$ cat src/rtl/riscv_halt_monitor_pkg.sv
// Shared types and constants for the halt monitor.
// No logic; consumed by import in the monitor files.
// No flow control; constants only.
package _riscv_defines;

    typedef enum logic [1:0] {
        HM_RUN     = 2'd0,
        HM_HALTED  = 2'd1,
        HM_TIMEOUT = 2'd2
    } halt_mon_state_e;

    // jal x0, 0 : the conventional "spin here forever" end-of-program idiom
    localparam logic [31:0] JAL_SELF_LOOP = 32'h0000006F;

    // Width of an index/counter able to address n values, never narrower than 1 bit
    function automatic int clog2_min1(input int n);
        return (n > 1) ? $clog2(n) : 1;
    endfunction

endpackage

$ cat src/rtl/riscv_halt_monitor_match.sv
// Compares the issued instruction against every enabled halt pattern slot.
// Purely combinational, zero latency.
// No backpressure; invalid cycles never report a match.
module halt_pattern_match
    import _riscv_defines::*;
#(
    parameter int DATA_WIDTH   = 32,
    parameter int NUM_PATTERNS = 2
) (
    input  logic [DATA_WIDTH-1:0]              instruction,
    input  logic                               instr_valid,
    input  logic [NUM_PATTERNS*DATA_WIDTH-1:0] halt_pattern,
    input  logic [NUM_PATTERNS-1:0]            pattern_en,
    output logic                               match,
    output logic [clog2_min1(NUM_PATTERNS)-1:0] match_idx
);

    localparam int IDX_W = clog2_min1(NUM_PATTERNS);

    // Scan upward and keep the first hit so the lowest slot wins on overlap
    always_comb begin
        match     = 1'b0;
        match_idx = '0;
        for (int i = 0; i < NUM_PATTERNS; i++) begin
            if (!match && instr_valid && pattern_en[i] &&
                (instruction == halt_pattern[i*DATA_WIDTH +: DATA_WIDTH])) begin
                match     = 1'b1;
                match_idx = IDX_W'(i);
            end
        end
    end

endmodule

$ cat src/rtl/riscv_halt_monitor.sv
// End-of-program / watchdog monitor beside the core; optional result check via HALT_MON_RESULT_CHECK_EN.
// Latency: status registered one edge after the halting match or watchdog expiry.
// No backpressure: observes the instruction stream only, never stalls it.
module riscv_halt_monitor
    import _riscv_defines::*;
#(
    parameter int DATA_WIDTH     = 32,
    parameter int NUM_PATTERNS   = 2,
    parameter int CNT_WIDTH      = 32,
    parameter int HALT_REPEAT    = 2,
    parameter int TIMEOUT_CYCLES = 100000
) (
    input  logic                                clk,
    input  logic                                rst_n,
    input  logic                                clear,
    input  logic [DATA_WIDTH-1:0]               instruction,
    input  logic                                instr_valid,
    input  logic [NUM_PATTERNS*DATA_WIDTH-1:0]  halt_pattern,
    input  logic [NUM_PATTERNS-1:0]             pattern_en,
    output logic                                halted,
    output logic                                timed_out,
    output logic                                done_pulse,
    output logic [clog2_min1(NUM_PATTERNS)-1:0] match_idx,
    output logic [CNT_WIDTH-1:0]                cycle_count,
    output logic [CNT_WIDTH-1:0]                instr_count
`ifdef HALT_MON_RESULT_CHECK_EN
    ,
    input  logic [DATA_WIDTH-1:0]               result,
    input  logic [DATA_WIDTH-1:0]               expected,
    output logic                                pass,
    output logic                                fail
`endif
);

    localparam int IDX_W = clog2_min1(NUM_PATTERNS);
    localparam int REP_W = clog2_min1(HALT_REPEAT + 1);

    // rep_cnt value that, with one more match, completes the halting run
    localparam logic [REP_W-1:0]     REP_LAST = REP_W'(HALT_REPEAT - 1);
    localparam bit                   WD_EN    = (TIMEOUT_CYCLES != 0);
    localparam logic [CNT_WIDTH-1:0] WD_LAST  = CNT_WIDTH'((TIMEOUT_CYCLES == 0) ? 0 : TIMEOUT_CYCLES - 1);

    halt_mon_state_e        state_q, state_d;
    logic [REP_W-1:0]       rep_cnt_q;
    logic [CNT_WIDTH-1:0]   cycle_count_q;
    logic [CNT_WIDTH-1:0]   instr_count_q;
    logic [IDX_W-1:0]       match_idx_q;
    logic                   done_pulse_q;
    logic                   pm_match;
    logic [IDX_W-1:0]       pm_idx;
    logic                   in_run;
    logic                   halt_hit;
    logic                   wd_hit;

    halt_pattern_match #(
        .DATA_WIDTH   (DATA_WIDTH),
        .NUM_PATTERNS (NUM_PATTERNS)
    ) u_match (
        .instruction  (instruction),
        .instr_valid  (instr_valid),
        .halt_pattern (halt_pattern),
        .pattern_en   (pattern_en),
        .match        (pm_match),
        .match_idx    (pm_idx)
    );

    // Next-state: halt takes priority over watchdog expiry in the same cycle
    always_comb begin
        state_d  = state_q;
        in_run   = (state_q == HM_RUN);
        halt_hit = in_run && pm_match && (rep_cnt_q == REP_LAST);
        wd_hit   = WD_EN && in_run && (cycle_count_q == WD_LAST);
        case (state_q)
            HM_RUN: begin
                if (halt_hit) begin
                    state_d = HM_HALTED;
                end else if (wd_hit) begin
                    state_d = HM_TIMEOUT;
                end
            end
            default: state_d = state_q;
        endcase
    end

    // State register; clear restarts exactly like reset
    always_ff @(posedge clk) begin
        if (!rst_n || clear) begin
            state_q <= HM_RUN;
        end else begin
            state_q <= state_d;
        end
    end

    // Counters, repeat tracking and the halting slot; all frozen outside RUN
    always_ff @(posedge clk) begin
        if (!rst_n || clear) begin
            rep_cnt_q     <= '0;
            cycle_count_q <= '0;
            instr_count_q <= '0;
            match_idx_q   <= '0;
            done_pulse_q  <= 1'b0;
        end else begin
            done_pulse_q <= in_run && (state_d != HM_RUN);
            if (in_run) begin
                if (cycle_count_q != '1) begin
                    cycle_count_q <= cycle_count_q + CNT_WIDTH'(1);
                end
                if (instr_valid) begin
                    if (instr_count_q != '1) begin
                        instr_count_q <= instr_count_q + CNT_WIDTH'(1);
                    end
                    // a valid non-match breaks the run; bubbles leave it untouched
                    rep_cnt_q <= pm_match ? (rep_cnt_q + REP_W'(1)) : '0;
                end
                if (halt_hit) begin
                    match_idx_q <= pm_idx;
                end
            end
        end
    end

`ifdef HALT_MON_RESULT_CHECK_EN
    logic pass_q;
    logic fail_q;

    // Verdict captured on the exit edge and held until restart
    always_ff @(posedge clk) begin
        if (!rst_n || clear) begin
            pass_q <= 1'b0;
            fail_q <= 1'b0;
        end else if (halt_hit) begin
            pass_q <= (result == expected);
            fail_q <= (result != expected);
        end else if (in_run && wd_hit) begin
            pass_q <= 1'b0;
            fail_q <= 1'b1;
        end
    end

    assign pass = pass_q;
    assign fail = fail_q;
`endif

    assign halted      = (state_q == HM_HALTED);
    assign timed_out   = (state_q == HM_TIMEOUT);
    assign done_pulse  = done_pulse_q;
    assign match_idx   = match_idx_q;
    assign cycle_count = cycle_count_q;
    assign instr_count = instr_count_q;

endmodule
$ cat config.mk
export PLATFORM = sky130hd
export DESIGN_NAME = riscv_halt_monitor
export DESIGN_NICKNAME = d
export VERILOG_FILES = /design/src/rtl/riscv_halt_monitor_pkg.sv /design/src/rtl/riscv_halt_monitor_match.sv /design/src/rtl/riscv_halt_monitor.sv
export SDC_FILE = /design/constraint.sdc
export NUM_CORES = 1
export LEC_CHECK = 0
export CAP_MARGIN = 25
export CORE_ASPECT_RATIO = 1.4
export CORE_MARGIN = 10
export CORE_UTILIZATION = 45
export CTS_BUF_LIST = sky130_fd_sc_hd__clkbuf_16
export CTS_CLUSTER_DIAMETER = 50
export DETAILED_ROUTE_END_ITERATION = 10
export PLACE_DENSITY = 0.82
export SYNTH_ARGS = -nofsm -noshare
export SYNTH_HDL_FRONTEND = slang
export SYNTH_SLANG_ARGS = --single-unit
$ cat constraint.sdc
create_clock -name clk -period 2.2 [get_ports clk]
set_input_delay 0.33 -clock clk [delete_from_list [all_inputs] [get_ports clk]]
set_output_delay 0.33 -clock clk [all_outputs]
set_load 0.01 [all_outputs]
==> results.md <==
- # setup viols final: 0
- DRT antenna net count: 0
- Remaining Overflow, GRT: 0
- DR vias/cell: about 5.6
- Flop pwr share: 40.4%
- Sequential area share after synthesis: 32.1%
- Cell area after layout: ~0.0067 sq mm
- CTS tree: yes
- Peak VDD IR: about 0.27 mV
- Internal power: about 2400 uW
- Worst slew margin: between 60% and 70%
- Synth Warn #: 0
- Comb pwr share: roughly 15%
- Multi-input logic area: between 0.002 and 0.003 sq mm
- I/O pin total: 170
- Fraction of registers with async set/reset: 0%
- DP Area: 0.00635 sq mm
- Wire per inst: 18.7 um
- Place WS: -0.234 ns
- Synthesized area per cell: roughly 8.5 sq um
- Yosys cell types: 53
- Synth-to-layout area growth: 53.0%
- Slew Limit Fails: 0
- Max Clock Skew: a little over 0.008 ns
- Minimum clock period: around 2.1 ns
- Status: complete, no violations
- Power per cell area: between 400 and 500 mW/mm^2
- CP Class: reg2reg
- F_max: ~0.48 GHz
- CORE AREA: 0.00946 sq mm
- H-tree depth: 3
- Worst Setup Start Kind: flop
- CTS Root Buffer Type: clkbuf_16
- Most frequent cell after synthesis: xor2_1
- Initial antenna violation count: 0
- Total number of vias: between 4000 and 5000
- Clock share of power: 44.6%
- Worst hold path type: reg2reg
- Biggest area consumer among synthesized cells: dfxtp_1
- GP Congestion: 1.01
- Die area: ~0.014 sq mm
- Synthesized flop and latch total: 70
- Initial Util: ~46%
- Synth area leaders: dfxtp_1 32%, xor2_1 18%, nor2_1 6.0%
- Rows: 42
- Fill cell count: between 700 and 800
- Dpl hpwl: 12900 um
- Worst-Margin Slew: around 0.56 ns
- Switching power: around 750 uW
- Syn Nets: between 600 and 700
- RSZ-0062 raised after global routing: false
- DRC Markers: 0
- Crit end category: flop
- Max Root-Sink Buffers: 2
- Largest net degree at the start of global routing: between 40 and 50
- Vias in the first global route: between 4000 and 5000
- TritonCTS Buffers: 9
- # clock sinks: 70
- Post-CTS Hold Buffers: 0
- Worst Setup Slack, final: about 0.13 ns
- Die W: a little over 100 um
- WP data required: around 2.4 ns
- Final #Nets: between 800 and 900
- Final WL: ~15000 um
- Mapped cell area: ~0.0044 sq mm
- Share of cells above drive strength 1: between 10% and 20%
- Leak: 0.00234 uW
- Clock Pin Slew Worst Setup and Hold Paths: 0.06 ns
- Sequential Area: ~0.0014 sq mm
- Gr usage total: between 20 and 25%
- Switching Fraction: about a quarter
- Port bufs: between 150 and 200
- Initial drt markers: 264
- Endpoints failing hold: 0
- Ys flop type: dfxtp_1
- Post-synthesis cell count: between 500 and 600
- Part of the cycle the worst path needs: around 94%
- Post-synth EDFFs: 0
- Drt first pass iters: 4
- Max-cap violation count: 0
- Top cell type's share of synthesized area: about 32%
- Top cells by count, synth: 89 x xor2_1, 70 x dfxtp_1, 70 x nor2_1, 32 x nor4_1, 30 x xnor2_1
- Number of setup buffers added after CTS: 0
- Clock Latency Late Sink: 0.34 ns
- Chip Height: between 100 and 150 um
- # diodes: 0
- Crit path max fanout: 16
- First-pass GRT wire length: 24600 um
- Hold_ws: around 0.49 ns
- Worst Path Arrival: about 2.3 ns
[power by group through the flow]
stage | Combinational [uW] | Clock [uW] | Sequential, uW
2_1_floorplan | 157 | 0 | 1300
3_3_place_gp | 467 | 0 | 1300
3_5_place_dp | 468 | 0 | 1300
4_1_cts | 469 | 1430 | 1270
5_1_grt | 506 | 1490 | 1270
6_report | 474 | 1410 | 1270
[layer usage]
layer  part of all wire [%]  global-route usage (%)
met1                     33                    20.6
met2                     53                    40.4
met3                     10                    9.71
met4                    3.7                    10.9
met5                      0                       0
[state kept, by name, summed over array words and instances, names as in the netlist]
signal	count
done_pulse	1
rep_cnt_q	2
cycle_count	32
state_q	2
match_idx	1
instr_count	32
[area by class of cell]
type | instances | area share [%]
multi-input combinational | 419 | 43.1
clock buffer | 9 | 3.38
sequential | 70 | 21.0
clock inverter | 7 | 0.975
timing repair buffer | 201 | 29.0
tap | 110 | 2.06
inverter | 10 | 0.563
[stage by stage]
step                      cells  utilization (%)  power, uW  TNS, ns
final                       826             70.5       3150        0
after global routing        826             70.5       3270        0
after CTS                   826             70.2       3170        0
after detailed placement    810             67.1       1770    -1.67
after global placement      810             67.1       1770    -1.15
after floorplan             512                -       1460        0
[cell usage in the layout (no fill, tap or decap), types with 3 or more instances in the layout]
cell             Yosys  layout
and3_1               9       9
nand4_1             28      28
nor3b_1              3       3
nand3_1             29      29
clkdlybuf4s50_1      0     169
clkbuf_16            0       9
o21ai_0              8       8
buf_4                2      32
a21oi_1             10      10
ha_1                 3       3
nor4_2               0       4
nand2_1             26      26
inv_1               10      10
and3_2               3       3
nor4_1              32      28
clkinv_2             0       3
and4_1               5       5
nor4_4               3       3
dfxtp_1             70      70
xnor2_1             30      30
nor2b_1              4       4
a211oi_1             4       4
nor2_1              70      70
or3_1                8       8
nor3_1              19      19
nor4b_1              5       5
xor2_1              89      89
[path summary, 6_finish.rpt]
check	from	end	slack, ns	cells after the start
setup / recovery	cycle_count[0]$_SDFFE_PP0P_	cycle_count[8]$_SDFFE_PP0P_	0.13	7
hold / removal	rep_cnt_q[1]$_SDFFE_PP0P_	rep_cnt_q[1]$_SDFFE_PP0P_	0.49	2
setup reg to reg	cycle_count[0]$_SDFFE_PP0P_	cycle_count[8]$_SDFFE_PP0P_	0.13	7
hold reg to reg	rep_cnt_q[1]$_SDFFE_PP0P_	rep_cnt_q[1]$_SDFFE_PP0P_	0.49	2
[critical path: stages (launching register included)]
cell and delay (ns):
dfxtp_1 0.34, ha_1 0.24, and4_1 0.25, and3_1 0.24, a31oi_4 0.44, nand4_1 0.23, xor2_1 0.17, nor2_1 0.05
[timing repair]
| action | 4_1_cts | 5_1_grt |
|---|---|---|
| endpoints found under the setup margin | 0 | 3 |
| endpoints found under the hold margin | 0 | 0 |
| resized for setup | 0 | 5 |
[kinds of logic after synthesis]
family                     Yosys count  synth area share (%)
buffers and inverters               23                  2.81
muxes                                1                 0.230
adders and majority gates            3                 0.861
AOI/OAI and AO/OA                   33                  5.17
DFF                                 70                  32.1
and+or+nand+nor                    263                  34.9
xor gates and xnor gates           119                  23.9
Power figures use the tool's default switching activity.
==> RTL change 1 (same flow settings) <==
Change the parameter `HALT_REPEAT` from 2 to 4.
--- a/src/rtl/riscv_halt_monitor.sv
+++ b/src/rtl/riscv_halt_monitor.sv
@@ -7,7 +7,7 @@
     parameter int DATA_WIDTH     = 32,
     parameter int NUM_PATTERNS   = 2,
     parameter int CNT_WIDTH      = 32,
-    parameter int HALT_REPEAT    = 2,
+    parameter int HALT_REPEAT    = 4,
     parameter int TIMEOUT_CYCLES = 100000
 ) (
     input  logic                                clk,
Check against the original RTL: not equivalent (a bounded check fails within 4 cycles, from zero or initial values).
==> RTL change 1 against the unedited design <==
Clock power decreased by 3%. Wire length down 1.5%. Clock skew is 0.0042 ns lower. Via count rose by 0.52%. Final area is 0.21% lower. Non-clock buffer count grew 6. Setup slack worse by 0.044 ns. Fmax is 2.1% lower. Synthesized area fell by 2.8%. Power decreased by 0.43%. Sequential cell count increased by 1. Global-route usage down 0.15 points. Critical endpoint is now rep_cnt_q[2].
==> RTL change 1: results (changes against the unedited design) <==
status finished, final reports clean; layout cells sized above 1 9.34% (-1.6 points); DRT iter0 DRCs 256 (-3.0%); slowest stage cell, crit path or4_1; pre-CTS setup slack -0.218 ns (+0.0157 ns); vias per inst 5.59 (-0.57%); met1 GRT Util 20.2% (-0.47 points); post-route total power 3.14 mW (-0.43%); vias in the first global route 4,948 (+3.2%); first-pass GRT wire length 24.3 mm (-1.1%); clock skew 0.00410 ns (-0.00421 ns); HPWL after detailed placement 12.4 mm (-4.3%); vias 4,667 (+0.52%); WL final 15.2 mm (-1.5%); Synth area leaders dfxtp_1 34%, xor2_1 21%, nor2_1 6.9%; maximum vdd drop 0.313 mV (+17%); Post-layout nets 830 (+1.7%); GR Util met3 9.35% (-0.36 points); Sw Ratio 23.3% (-0.45 points); Slew HR 64.9% (+2.5 points); CP Max Fanout 5 (-11); syn_nets 624 (+1.1%); Leak 2.45 nW (+4.9%); DR WL met3 1.43 mm (-8.9%); unique cell type count in the Yosys netlist 52 (-1.9%); initial antenna violation count 0 (unchanged); Total GRT Usage 22.2% (-0.15 points); Mapped Cells 518 (+1.2%); met2 global-route usage 40.8% (+0.41 points); post-synthesis mux area share 0.472% (+0.24 points); multi-input logic area 2790 um^2 (-2.9%); register area share after synthesis 33.5% (+1.4 points); worst path arrival time 2.35 ns (+0.05 ns); 1st-pass router iterations 4 (unchanged); routability-driven placement congestion ratio 0.943 (-6.9%); fillcell total 690 (-9.3%); placed cell count 819 (+1.1%); adder-cell share of the synthesized area 1.18% (+0.32 points); Synth Area in XOR/XNOR 23.8% (-0.14 points); Compound-Gate Fraction of Synth Area 5.61% (+0.44 points); Post-Place Cell Area 6320 um^2 (-0.49%); crit-path leading delay family simple AND/OR/NAND/NOR gates; Critical Path Max Stage Delay 0.52 ns (+0.08 ns); largest net degree at the start of global routing 33 (-20%)
==> RTL change 1: worst reg2reg max path: cells and delay by family (launching register included) <==
kind	cells	cell delay (ns)
flops	1	0.43
simple gates	4	1.47
compound gates	1	0.15
==> RTL change 1: final timing paths <==
kind              depth (start not counted)              from  slack (ns)              end
hold reg to reg                           2      rep_cnt_q[1]        0.49     rep_cnt_q[1]
setup reg to reg                          5   cycle_count[15]        0.09  cycle_count[30]
hold / removal                            2      rep_cnt_q[1]        0.49     rep_cnt_q[1]
setup / recovery                          6  halt_pattern[14]        0.08     rep_cnt_q[2]
==> RTL change 1: layout make-up <==
type	count	share of cell area, %
repair buffers	207	29.9
well taps	107	2.01
inverters	12	0.677
clock buffers	9	3.38
flip-flops and latches	71	21.4
clock inverters	6	0.808
multi-input cells	423	41.9
==> RTL change 1: repair_timing <==
action / CTS / global route
resized for setup: 0 / 9
setup buffers: 0 / 1
setup endpoints to repair: 0 / 35
==> RTL change 2 (same settings) <==
Made on the original files. Register the outputs `halted` and `timed_out`; this adds one clock of latency there. The other outputs are not delayed to match.
--- a/src/rtl/riscv_halt_monitor.sv
+++ b/src/rtl/riscv_halt_monitor.sv
@@ -141,8 +141,10 @@
     assign fail = fail_q;
 `endif
 
-    assign halted      = (state_q == HM_HALTED);
-    assign timed_out   = (state_q == HM_TIMEOUT);
+    always_ff @(posedge clk) begin
+        halted    <= (state_q == HM_HALTED);
+        timed_out <= (state_q == HM_TIMEOUT);
+    end
     assign done_pulse  = done_pulse_q;
     assign match_idx   = match_idx_q;
     assign cycle_count = cycle_count_q;
Behaviour: not the same (a bounded check fails within 4 cycles, from zero or initial values).
==> RTL change 2 against the unedited design <==
Sequential share of layout area rose by 0.38 points. Clock skew is 0.0025 ns lower. Sequential cell count rose by 2. Final area up 1.0%. Power grew 1.0%. Setup slack got worse by 0.031 ns. Via count fell by 0.58%. Wire length decreased by 4.3%. Synthesized area is 0.92% higher. Critical endpoint is now match_idx. Largest cell class unchanged. Highest routed layer unchanged.
==> RTL change 2: results (changes against the unedited design) <==
largest net degree at the start of global routing 34 (-17%); worst path arrival time 2.32 ns (+0.02 ns); WL final 14.8 mm (-4.3%); Sw Ratio 23.3% (-0.47 points); Setup TNS Final 0 ns (unchanged); CP Max Fanout 2 (-14); clock slew at reported path FFs 0.05 ns; clock skew 0.00583 ns (-0.00247 ns); IO buf count 169 (unchanged); post-synthesis mux area share 0.227% (-0.0021 points); Leak 2.36 nW (+0.89%); postcts setup bufs 0 (unchanged); most instantiated cells after synthesis 89 x xor2_1, 72 x dfxtp_1, 70 x nor2_1, 32 x nor4_1, 30 x xnor2_1; maximum vdd drop 0.469 mV (+75%); Inserted Clock Buffers 9 (unchanged); Post-layout nets 820 (+0.49%); Post-Place Cell Area 6430 um^2 (+1.3%); Synth area leaders dfxtp_1 33%, xor2_1 18%, nor2_1 6.0%; ys async rst share 0% (unchanged); Mapped Cells 514 (+0.39%); Synth Area in XOR/XNOR 23.7% (-0.22 points); vias in the first global route 4,863 (+1.4%); register area share after synthesis 32.8% (+0.62 points); DRT iter0 DRCs 222 (-16%); Total GRT Usage 20.6% (-1.7 points); adder-cell share of the synthesized area 0.853% (-0.0078 points); HPWL after detailed placement 12.2 mm (-6.0%); clock buffer depth 2 (unchanged); layout cells sized above 1 10.7% (-0.20 points); vias per inst 5.42 (-3.6%); CTS resizes 0 (unchanged); Worst-Skew Late Latency 0.33 ns; Slew HR 68.3% (+5.9 points); initial antenna violation count 0 (unchanged); worst r2r path cells 7 (unchanged); placed cell count 836 (+3.2%); fin cells 852 (+3.1%); status finished, final reports clean; syn_nets 619 (+0.32%); Clock Tree Root clkbuf_16; fillcell total 736 (-3.3%); unique cell type count in the Yosys netlist 53 (unchanged); routability-driven placement congestion ratio 0.973 (-4.0%); first-pass GRT wire length 24.2 mm (-1.7%); Compound-Gate Fraction of Synth Area 5.12% (-0.047 points)
-- RTL change 2: changes by cell type after synthesis --
cell and change:
dfxtp_1 +2
-- RTL change 2: cell type report --
cell class | instances | share of cell area (%)
multi-input combinational | 419 | 42.4
timing repair buffer | 203 | 28.9
sequential | 72 | 21.4
clock buffer | 9 | 3.34
tap | 132 | 2.45
clock inverter | 7 | 0.947
inverter | 10 | 0.557
-- RTL change 2: power by group through the flow --
stage               registers, mW  clock network [mW]  logic, mW
finish                       1.31                1.40      0.470
global route                 1.31                1.49      0.505
CTS                          1.31                1.43      0.464
detailed placement           1.34                   0      0.461
global placement             1.34                   0      0.451
floorplan                    1.34                   0      0.157
-- RTL change 2: cell families after synthesis --
family / count (synthesis)
and+or+nand+nor: 263
xor gates and xnor gates: 119
DFF: 72
AOI/OAI and AO/OA: 33
buffers and inverters: 23
adders and majority gates: 3
muxes: 1
-- RTL change 2: final timing paths --
| path | endpoint | start | slack [ns] |
|---|---|---|---|
| worst max-delay path | match_idx | instruction[10] | 0.1 |
| worst min-delay path | rep_cnt_q[1] | rep_cnt_q[1] | 0.48 |
| worst max register to register | cycle_count[22] | cycle_count[20] | 0.11 |
| worst min register to register | rep_cnt_q[1] | rep_cnt_q[1] | 0.48 |
-- RTL change 2: critical path, cell delays in order --
cell,delay (ns)
clkdlybuf4s50_1,0.48
buf_4,0.17
xor2_1,0.15
nor4_1,0.34
nand3_1,0.11
nor4_1,0.35
buf_4,0.18
nand2_1,0.04
and3_1,0.16
-- RTL change 2: through the flow --
stage	hold WS [ns]	util [%]	worst slack [ns]
after floorplan	0.441	-	0.245
after global placement	0.454	67.6	-0.174
after detailed placement	0.464	67.6	-0.175
after CTS	0.474	70.6	0.180
after global routing	0.499	70.8	0.0175
final	0.477	70.8	0.0965
-- RTL change 2: per-layer routing --
metal / wire length (um) / track usage, % / vias up
met5: 0 / 0 / -
met4: 325 / 7.47 / 0
met3: 1040 / 5.79 / 25
li1: - / - / 2241
met2: 7910 / 38.6 / 170
met1: 5500 / 21.4 / 2180
